--- config.mk ---
export PLATFORM = sky130hd
export DESIGN_NAME = rfphoenix_insn_dequeue_flat
export DESIGN_NICKNAME = d
export VERILOG_FILES = /design/src/rtl/rfphoenix_insn_dequeue_if.sv /design/src/rtl/rfphoenix_insn_dequeue.sv /design/src/flat_wrapper.sv
export SDC_FILE = /design/constraint.sdc
export NUM_CORES = 1
export LEC_CHECK = 0
export ABC_AREA = 1
export CAP_MARGIN = 20
export CORE_MARGIN = 2
export CORE_UTILIZATION = 47
export DETAILED_ROUTE_END_ITERATION = 7
export PLACE_DENSITY = 0.75
export SETUP_SLACK_MARGIN = 0.2
export SLEW_MARGIN = 10
export SYNTH_ARGS = -nofsm -noshare
export SYNTH_HDL_FRONTEND = slang
export SYNTH_SLANG_ARGS = --single-unit
--- constraint.sdc ---
create_clock -name clk -period 4.7 [get_ports clk]
set_clock_uncertainty 0.1 [all_clocks]
set_input_delay 1.175 -clock clk [delete_from_list [all_inputs] [get_ports clk]]
set_output_delay 1.175 -clock clk [all_outputs]
set_load 0.02 [all_outputs]
--- src/rtl/rfphoenix_insn_dequeue_if.sv ---
// rfphoenix_insn_dequeue_if
// Bundles the FIFO-side read interface, the issue-side valid/ready stream,
// the flush request and the status outputs of the instruction dequeue stage.
//   master : the dequeue stage itself
//   slave  : its environment (FIFO, issue stage, pipeline control)
interface rfphoenix_insn_dequeue_if #(
    parameter int DW   = 128,
    parameter int CNTW = 32
);
    // FIFO side (xpm std read mode, read latency 1)
    logic            fifo_empty;
    logic            fifo_rd;
    logic [DW-1:0]   fifo_dout;
    logic            fifo_v;

    // Pipeline control
    logic            flush;

    // Issue side stream
    logic            out_valid;
    logic            out_ready;
    logic [DW-1:0]   out_data;

    // Status
    logic            err;
    logic [CNTW-1:0] stall_cnt;

    modport master (
        input  fifo_empty,
        input  fifo_dout,
        input  fifo_v,
        input  flush,
        input  out_ready,
        output fifo_rd,
        output out_valid,
        output out_data,
        output err,
        output stall_cnt
    );

    modport slave (
        output fifo_empty,
        output fifo_dout,
        output fifo_v,
        output flush,
        output out_ready,
        input  fifo_rd,
        input  out_valid,
        input  out_data,
        input  err,
        input  stall_cnt
    );
endinterface

--- src/rtl/rfphoenix_insn_dequeue.sv ---
// rfphoenix_insn_dequeue
// Drain stage behind the instruction FIFO. Turns the FIFO rd_en/data_valid
// handshake into a valid/ready stream through a two-entry skid queue, so the
// one-cycle read latency is hidden and one word per cycle can be sustained.
// A flush discards held words and any word returning from an earlier read.
// 'err' is a sticky flag raised when the FIFO returns data nobody asked for.
//
// Optional feature, enabled by defining RFPHOENIX_DEQ_STALL_CNT_EN:
//   stall_cnt counts cycles where a word is offered but not accepted
//   (saturating, cleared only by reset). Without the macro it is tied to 0.
//
// Reset 'rst' is asynchronous and active low.
module rfphoenix_insn_dequeue #(
    parameter int DW   = 128,
    parameter int CNTW = 32
) (
    input  logic                       clk,
    input  logic                       rst,
    rfphoenix_insn_dequeue_if.master   bus
);

    // ------------------------------------------------------------------
    // State
    // ------------------------------------------------------------------
    logic [DW-1:0] q_q [2];   // skid queue, q_q[0] is the head
    logic [DW-1:0] q_d [2];
    logic [1:0]    qc_q;      // queue occupancy, 0..2
    logic [1:0]    qc_d;
    logic          pend_q;    // a FIFO read was issued last cycle
    logic          pend_d;
    logic          err_q;
    logic          err_d;

    // ------------------------------------------------------------------
    // Handshake decode
    // ------------------------------------------------------------------
    logic          out_valid;
    logic          pop;
    logic          push;
    logic          fifo_rd;
    logic [2:0]    occ_after;  // words held or in flight after this cycle's pop
    logic          tail_idx;   // queue slot the returning word is written to

    assign out_valid = (qc_q != 2'd0);

    // Decide pop/push and whether another FIFO read fits behind what is held
    // and in flight. Reading only when the queue will still have room for
    // the returning word keeps qc + pend <= 2, so a push never overflows.
    // NOTE: every signal of a combinational block gets a value on every path
    // (here by unconditional assignment, elsewhere by defaults first) so no
    // latch is inferred.
    always_comb begin
        pop       = out_valid & bus.out_ready & ~bus.flush;
        push      = pend_q & bus.fifo_v & ~bus.flush;
        occ_after = {1'b0, qc_q} + {2'b00, pend_q} - {2'b00, pop};
        fifo_rd   = rst & ~bus.fifo_empty & ~bus.flush & (occ_after < 3'd2);
        // Tail is qc - pop; with a push pending it is always 0 or 1.
        tail_idx  = pop ? (qc_q == 2'd2) : (qc_q == 2'd1);
    end

    // Next-state for the queue, occupancy, read tracking and error flag
    always_comb begin
        q_d[0] = q_q[0];
        q_d[1] = q_q[1];
        qc_d   = qc_q;
        pend_d = fifo_rd;
        err_d  = err_q | (bus.fifo_v & ~pend_q);

        if (bus.flush) begin
            // Flush wins over push and pop; stale words stay in the slots
            // but are invisible once the occupancy is zero.
            qc_d = 2'd0;
        end else begin
            if (pop) begin
                q_d[0] = q_q[1];
            end
            if (push) begin
                q_d[tail_idx] = bus.fifo_dout;
            end
            qc_d = qc_q + {1'b0, push} - {1'b0, pop};
        end
    end

    // State registers with asynchronous active-low reset
    // NOTE: sequential state is assigned with non-blocking '<=' so every
    // register samples the pre-edge values regardless of statement order.
    always_ff @(posedge clk or negedge rst) begin
        if (!rst) begin
            // NOTE: the two queue slots are reset because out_data must read
            // zero during reset; a deeper storage array would be left unreset
            // and qualified by the occupancy instead.
            q_q[0] <= '0;
            q_q[1] <= '0;
            qc_q   <= 2'd0;
            pend_q <= 1'b0;
            err_q  <= 1'b0;
        end else begin
            q_q[0] <= q_d[0];
            q_q[1] <= q_d[1];
            qc_q   <= qc_d;
            pend_q <= pend_d;
            err_q  <= err_d;
        end
    end

    // ------------------------------------------------------------------
    // Optional stall counter
    // ------------------------------------------------------------------
`ifdef RFPHOENIX_DEQ_STALL_CNT_EN
    logic [CNTW-1:0] stall_cnt_q;
    logic [CNTW-1:0] stall_cnt_d;

    // Count offered-but-not-accepted cycles, saturating at all ones
    always_comb begin
        stall_cnt_d = stall_cnt_q;
        if (out_valid && !bus.out_ready && !bus.flush && (stall_cnt_q != '1)) begin
            stall_cnt_d = stall_cnt_q + 1'b1;
        end
    end

    // Stall counter register, cleared only by reset
    always_ff @(posedge clk or negedge rst) begin
        if (!rst) begin
            stall_cnt_q <= '0;
        end else begin
            stall_cnt_q <= stall_cnt_d;
        end
    end

    assign bus.stall_cnt = stall_cnt_q;
`else
    assign bus.stall_cnt = '0;
`endif

    // ------------------------------------------------------------------
    // Outputs: all registered except the read enable
    // ------------------------------------------------------------------
    assign bus.fifo_rd   = fifo_rd;
    assign bus.out_valid = out_valid;
    assign bus.out_data  = q_q[0];
    assign bus.err       = err_q;

endmodule

--- src/flat_wrapper.sv ---
// flat-port wrapper written by rule: the top's interface ports become plain ports
module rfphoenix_insn_dequeue_flat 
#(
    parameter int DW   = 128,
    parameter int CNTW = 32
)
  (clk, rst, bus_fifo_empty, bus_fifo_dout, bus_fifo_v, bus_flush, bus_out_ready, bus_fifo_rd, bus_out_valid, bus_out_data, bus_err, bus_stall_cnt);
  rfphoenix_insn_dequeue_if #(.DW(DW), .CNTW(CNTW)) bus_i ();
  input  logic clk;
  input  logic rst;
  input wire logic [$bits(bus_i.fifo_empty)-1:0] bus_fifo_empty;
  input wire logic [$bits(bus_i.fifo_dout)-1:0] bus_fifo_dout;
  input wire logic [$bits(bus_i.fifo_v)-1:0] bus_fifo_v;
  input wire logic [$bits(bus_i.flush)-1:0] bus_flush;
  input wire logic [$bits(bus_i.out_ready)-1:0] bus_out_ready;
  output wire logic [$bits(bus_i.fifo_rd)-1:0] bus_fifo_rd;
  output wire logic [$bits(bus_i.out_valid)-1:0] bus_out_valid;
  output wire logic [$bits(bus_i.out_data)-1:0] bus_out_data;
  output wire logic [$bits(bus_i.err)-1:0] bus_err;
  output wire logic [$bits(bus_i.stall_cnt)-1:0] bus_stall_cnt;
  assign bus_i.fifo_empty = bus_fifo_empty;
  assign bus_i.fifo_dout = bus_fifo_dout;
  assign bus_i.fifo_v = bus_fifo_v;
  assign bus_i.flush = bus_flush;
  assign bus_i.out_ready = bus_out_ready;
  assign bus_fifo_rd = bus_i.fifo_rd;
  assign bus_out_valid = bus_i.out_valid;
  assign bus_out_data = bus_i.out_data;
  assign bus_err = bus_i.err;
  assign bus_stall_cnt = bus_i.stall_cnt;
  rfphoenix_insn_dequeue #(.DW(DW), .CNTW(CNTW)) u_core (.clk(clk), .rst(rst), .bus(bus_i));
endmodule
== After elaboration in Yosys (flattened, before gate mapping) ==
Cells that the tools add are included.
Storage, ports and cells
  word-level logic and storage cells: 38
  bits in registers: 260
  output and inout bits: 163
  input bits: 134
Cells by class
  equality and inequality tests: 2
  reductions and logical operators: 3
  magnitude comparators: 3
  bitwise gates (word level): 13
  add/subtract/negate cells: 4
  muxes and demuxes: 8
Operators by type and width (count)
  $mux 128: 3
  $bwmux 256: 1
  $mux 256: 1
  $demux 128 s1: 1
  $and 1x1->1: 8
  $add 2x1->3: 1
  $lt 3x2->1 const B: 1
  $not 1->1: 3
  $sub 3x1->3: 1
  $add 2x1->2: 1
  $eq 2x1->1 const B: 1
  $eq 2x2->1 const B: 1
  $ge 2x2->1 const B: 1
  $lt 2x1->1 const B: 1
  $mux 2: 1
  $not 1->2: 1
  $reduce_and 2->1: 1
  $reduce_bool 2->1: 1
  $sub 2x1->2: 1
  $logic_and 1x1->1: 1
  $mux 1: 1
  $or 1x1->1: 1

== Logic depth before layout (Yosys ltp) ==
  depth after elaboration: 11
  depth in mapped cells: 16
  depth with buffers taken out: 12

== Worst setup path after synthesis ==
Ideal clock, no wire load.
  path type: input port to output port
  start point: input port bus_flush
  end point: output port bus_fifo_rd
  arrival time: 3.421 ns
  path slack: 0.004 ns
  stages: 13
  buffers on the path: 2
  data required time: 3.425 ns
  path through: inv_2 > nand2_2 > inv_2 > nand2_1 > buf_4 > buf_4 > inv_1 > ha_1 > inv_1 > nand2_1 > fa_1 > nand2_1 > nor4_1
Between the ends
  cells in the longest elaborated chain, start to end: 5
Ends and longest elaborated chain
  start: declaration: RTL line flat_wrapper.sv:14  | input wire logic [$bits(bus_i.flush)-1:0] bus_flush;
  $not 1->1 (no line) *
  $and 1x1->1: RTL line rfphoenix_insn_dequeue.sv:53  | pop = out_valid & bus.out_ready & ~bus.flush;
  $sub 3x1->3: RTL line rfphoenix_insn_dequeue.sv:55  | occ_after = {1'b0, qc_q} + {2'b00, pend_q} - {2'b00, pop};
  $lt 3x2->1: RTL line rfphoenix_insn_dequeue.sv:56  | fifo_rd = rst & ~bus.fifo_empty & ~bus.flush & (occ_after < 3'd2);
  $and 1x1->1 *: RTL line rfphoenix_insn_dequeue.sv:56
  end: declaration: RTL line flat_wrapper.sv:16  | output wire logic [$bits(bus_i.fifo_rd)-1:0] bus_fifo_rd;
Every way passes the cells marked *; elsewhere a longest branch is shown, timed or not.

== Worst setup path in the final report ==
Ends and elaborated chain as after synthesis.

==> key figures <==
Cells and area
  – Layout cells sized above 1: 4.163%
  – Area grow syn2layout: 18.32%
  – Util after Layout: 56.82%
  – Nets@finish: 2,185
  – Final instance area: 16,930 um2

Hold path
  – Hold crit path type: register to register

CTS
  – H-tree depth: 1
  – Cts hold-fix bufs: 0
  – Clock sinks: 260
  – Clock Root Buffer: clkbuf_16
  – Clock Tree Buf Depth: 3
  – CTS buffer count: 29
  – CTS tree: done
  – Worst-path clk slew: 0.06 ns
  – Worst-Skew Late Latency: 0.53 ns

Drt
  – Drt first-iter violations: 1,086
  – Via-to-Cell Ratio: 4.795
  – Post-route antenna net violation count: 0
  – Iteration count of the initial detailed-routing pass: 5
  – Post-route DRC: 0
  – Vias: 11.78k
  – Routed Wire Length: 34,450 um
  – Drt wl/cell: 14.02 um

STA
  – Max-slew violation total from the final report: 0
  – Post-route setup slack: 0.3957 ns
  – WHS: 0.3828 ns
  – Endpoints failing hold: 0
  – FMAX: 0.2323 GHz
  – RSZ-0062 raised after global routing: false
  – Post-layout min period: 4.304 ns
  – Final setup viols: 0
  – Worst-Margin Slew: 1.063 ns
  – Final period util: 91.58%
  – Worst relative slew slack: 29.12%

GRT
  – Largest net degree at the start of global routing: 165
  – Initial antenna violation count: 2
  – Global-route wire length before repair: 56,190 um
  – Overflow after GRT: 0
  – Global Route Usage Sum: 21.67%
  – Vias in the first global route: 11.32k

Run status
  – Outcome: finished, final reports clean

Yosys
  – Synth unique cells: 24
  – Synth top area share: 45.47%
  – Synth area leader: dfrtp_1
  – Yosys reg bits: 260
  – Post-synthesis average cell area: 7.256 um2
  – Synth top area cells: dfrtp_1 45%, nand2_1 17%, inv_1 10%
  – YS warnings: 0
  – Seq/Total Area, Yosys: 45.47%
  – Cell area after synthesis: 14,310 um2
  – Post-Synthesis Cells: 1,972

Die
  – Core ar.: 29,800 um2
  – DIE WIDTH: 178.5 um
  – Die area: 31,860 um2
  – Die Span Y: 178.5 um
  – Initial core utilization: 48.02%
  – I/O pin count: 297
  – Num rows: 63

Setup path
  – Setup crit start kind: input port
  – Slowest cell on crit path: fa_1
  – Critical Path, Cell by Cell: dlygate4sd2_1 -> inv_2 -> nand2_2 -> inv_4 -> nand2_4 -> inv_2 -> ha_4 -> inv_2 -> nand2_2 -> fa_1 -> nand2_1 -> nor4_2 -> buf_2
  – Critical path class: input port to output pin
  – WP data required: 3.42 ns
  – Most used cell, CP: inv_2
  – Max FO, Critical Path: 2
  – Top Family by Delay on Critical Path: buffers and inverters
  – Worst Path Buf+Inv: 6
  – CP max stage delay: 0.47 ns
  – Arrival time at the worst endpoint: 3.03 ns
  – Critical Path End Type: output pin

Placed design
  – GP Congestion: 0.8067
  – IO buf count: 264
  – Post-DP HPWL: 20,800 um
  – Worst slack, placed: -0.4271 ns
  – DP Area: 16,000 um2

Power and ir drop
  – VDD IR max: 0.3131 mV
  – Total power: 0.008598 W
  – Cell Pwr Density: 507.9 nW/um2
  – Leakage power: 9.644 nW

Flow run
  – Maxcap violations: 0
-- stage by stage --
stage / cells / setup TNS (ns)
after floorplan: 2003 / 0
after global placement: 2405 / -0.4325
after detailed placement: 2405 / -0.4271
after CTS: 2456 / 0
after global routing: 2456 / 0
final: 2457 / 0
-- cell usage after synthesis --
| master | instances |
|---|---|
| nand2_1 | 646 |
| inv_1 | 382 |
| dfrtp_1 | 260 |
| nand3_1 | 256 |
| buf_4 | 187 |
| o21ai_1 | 110 |
| buf_2 | 77 |
| o21ai_0 | 19 |
| inv_2 | 11 |
| clkbuf_1 | 5 |
| ha_1 | 3 |
| buf_6 | 2 |
| nand2_2 | 2 |
| nand3_2 | 2 |
| a21oi_1 | 1 |
| a21oi_2 | 1 |
| clkbuf_2 | 1 |
| conb_1 | 1 |
| fa_1 | 1 |
| nor2_1 | 1 |
| nor2_2 | 1 |
| nor4_1 | 1 |
| o21bai_1 | 1 |
| xor2_1 | 1 |
-- path summary, 6_finish.rpt --
kind                       depth (start not counted)  slack, ns                          to            from
setup reg to reg                                  10       1.95     u_core.bus.out_data[58]  u_core.qc_q[1]
hold / removal                                     2       0.38                    register        register
hold reg to reg                                    2       0.38                    register        register
min in group asynchronous                          1       0.40  asynchronous set/reset pin             rst
max in group asynchronous                          3       2.58     u_core.bus.out_data[15]             rst
setup / recovery                                  13       0.40                 bus_fifo_rd       bus_flush
-- kinds of logic (layout without fill, tap and decap cells) --
kind of cell	count (synthesis)	count (layout)	share of synthesized area [%]
AOI/OAI and AO/OA	132	132	4.661
xor gates and xnor gates	1	1	0.06122
adders and majority gates	4	4	0.4023
buffers and inverters	665	728	23.14
DFF	260	260	45.47
other	1	33	0.02621
and+or+nand+nor	909	909	26.24
-- layer usage --
layer  track usage (%)  vias up  share of wire (%)
li1                  -     5831                  -
met1             30.22     5490                 44
met2             35.02      402                 46
met3             3.964       56                7.3
met4             5.318        2                2.0
met5                 0        -              0.038
-- worst min-delay path, delay by kind of cell, from the launching register on --
family	cells	cell delay (ns)
DFF	1	0.34
AOI/OAI and AO/OA	1	0.05
and+or+nand+nor	1	0.05
-- power by group --
| group | leakage (nW) | internal [W] | switching [W] |
|---|---|---|---|
| Sequential | 3.34 | 0.00281 | 0.000377 |
| Clock | 0.444 | 0.00132 | 0.000870 |
| Combinational | 5.86 | 0.00144 | 0.00178 |
| Total | 9.64 | 0.00557 | 0.00303 |
-- final cells by class --
cell class | instances | area (um2)
fillers | 2736 | 12870
flip-flops and latches | 260 | 6506
multi-input cells | 1078 | 4669
repair buffers | 285 | 2873
inverters | 393 | 1478
clock buffers | 46 | 839.6
well taps | 390 | 488.0
clock inverters | 4 | 73.82
diodes | 1 | 2.502
-- placed cells by master (no fill, tap or decap), types with 4 or more instances in the layout --
cell type        instances
clkdlybuf4s50_1        260
o21ai_1                110
conb_1                  32
buf_12                   6
buf_4                   15
inv_1                  380
clkbuf_1                12
nand3_1                256
dfrtp_1                260
clkbuf_16               29
inv_2                   12
nand2_4                  4
nand2_1                642
o21ai_0                 19
clkbuf_8                 5
-- repair_timing --
action	CTS	global route
buffers inserted	1	0
pin swaps	3	1
endpoints found under the setup margin	1	1
gates resized for setup	11	0
hold endpoints to repair	0	0
(Power assumes the default switching activity.)
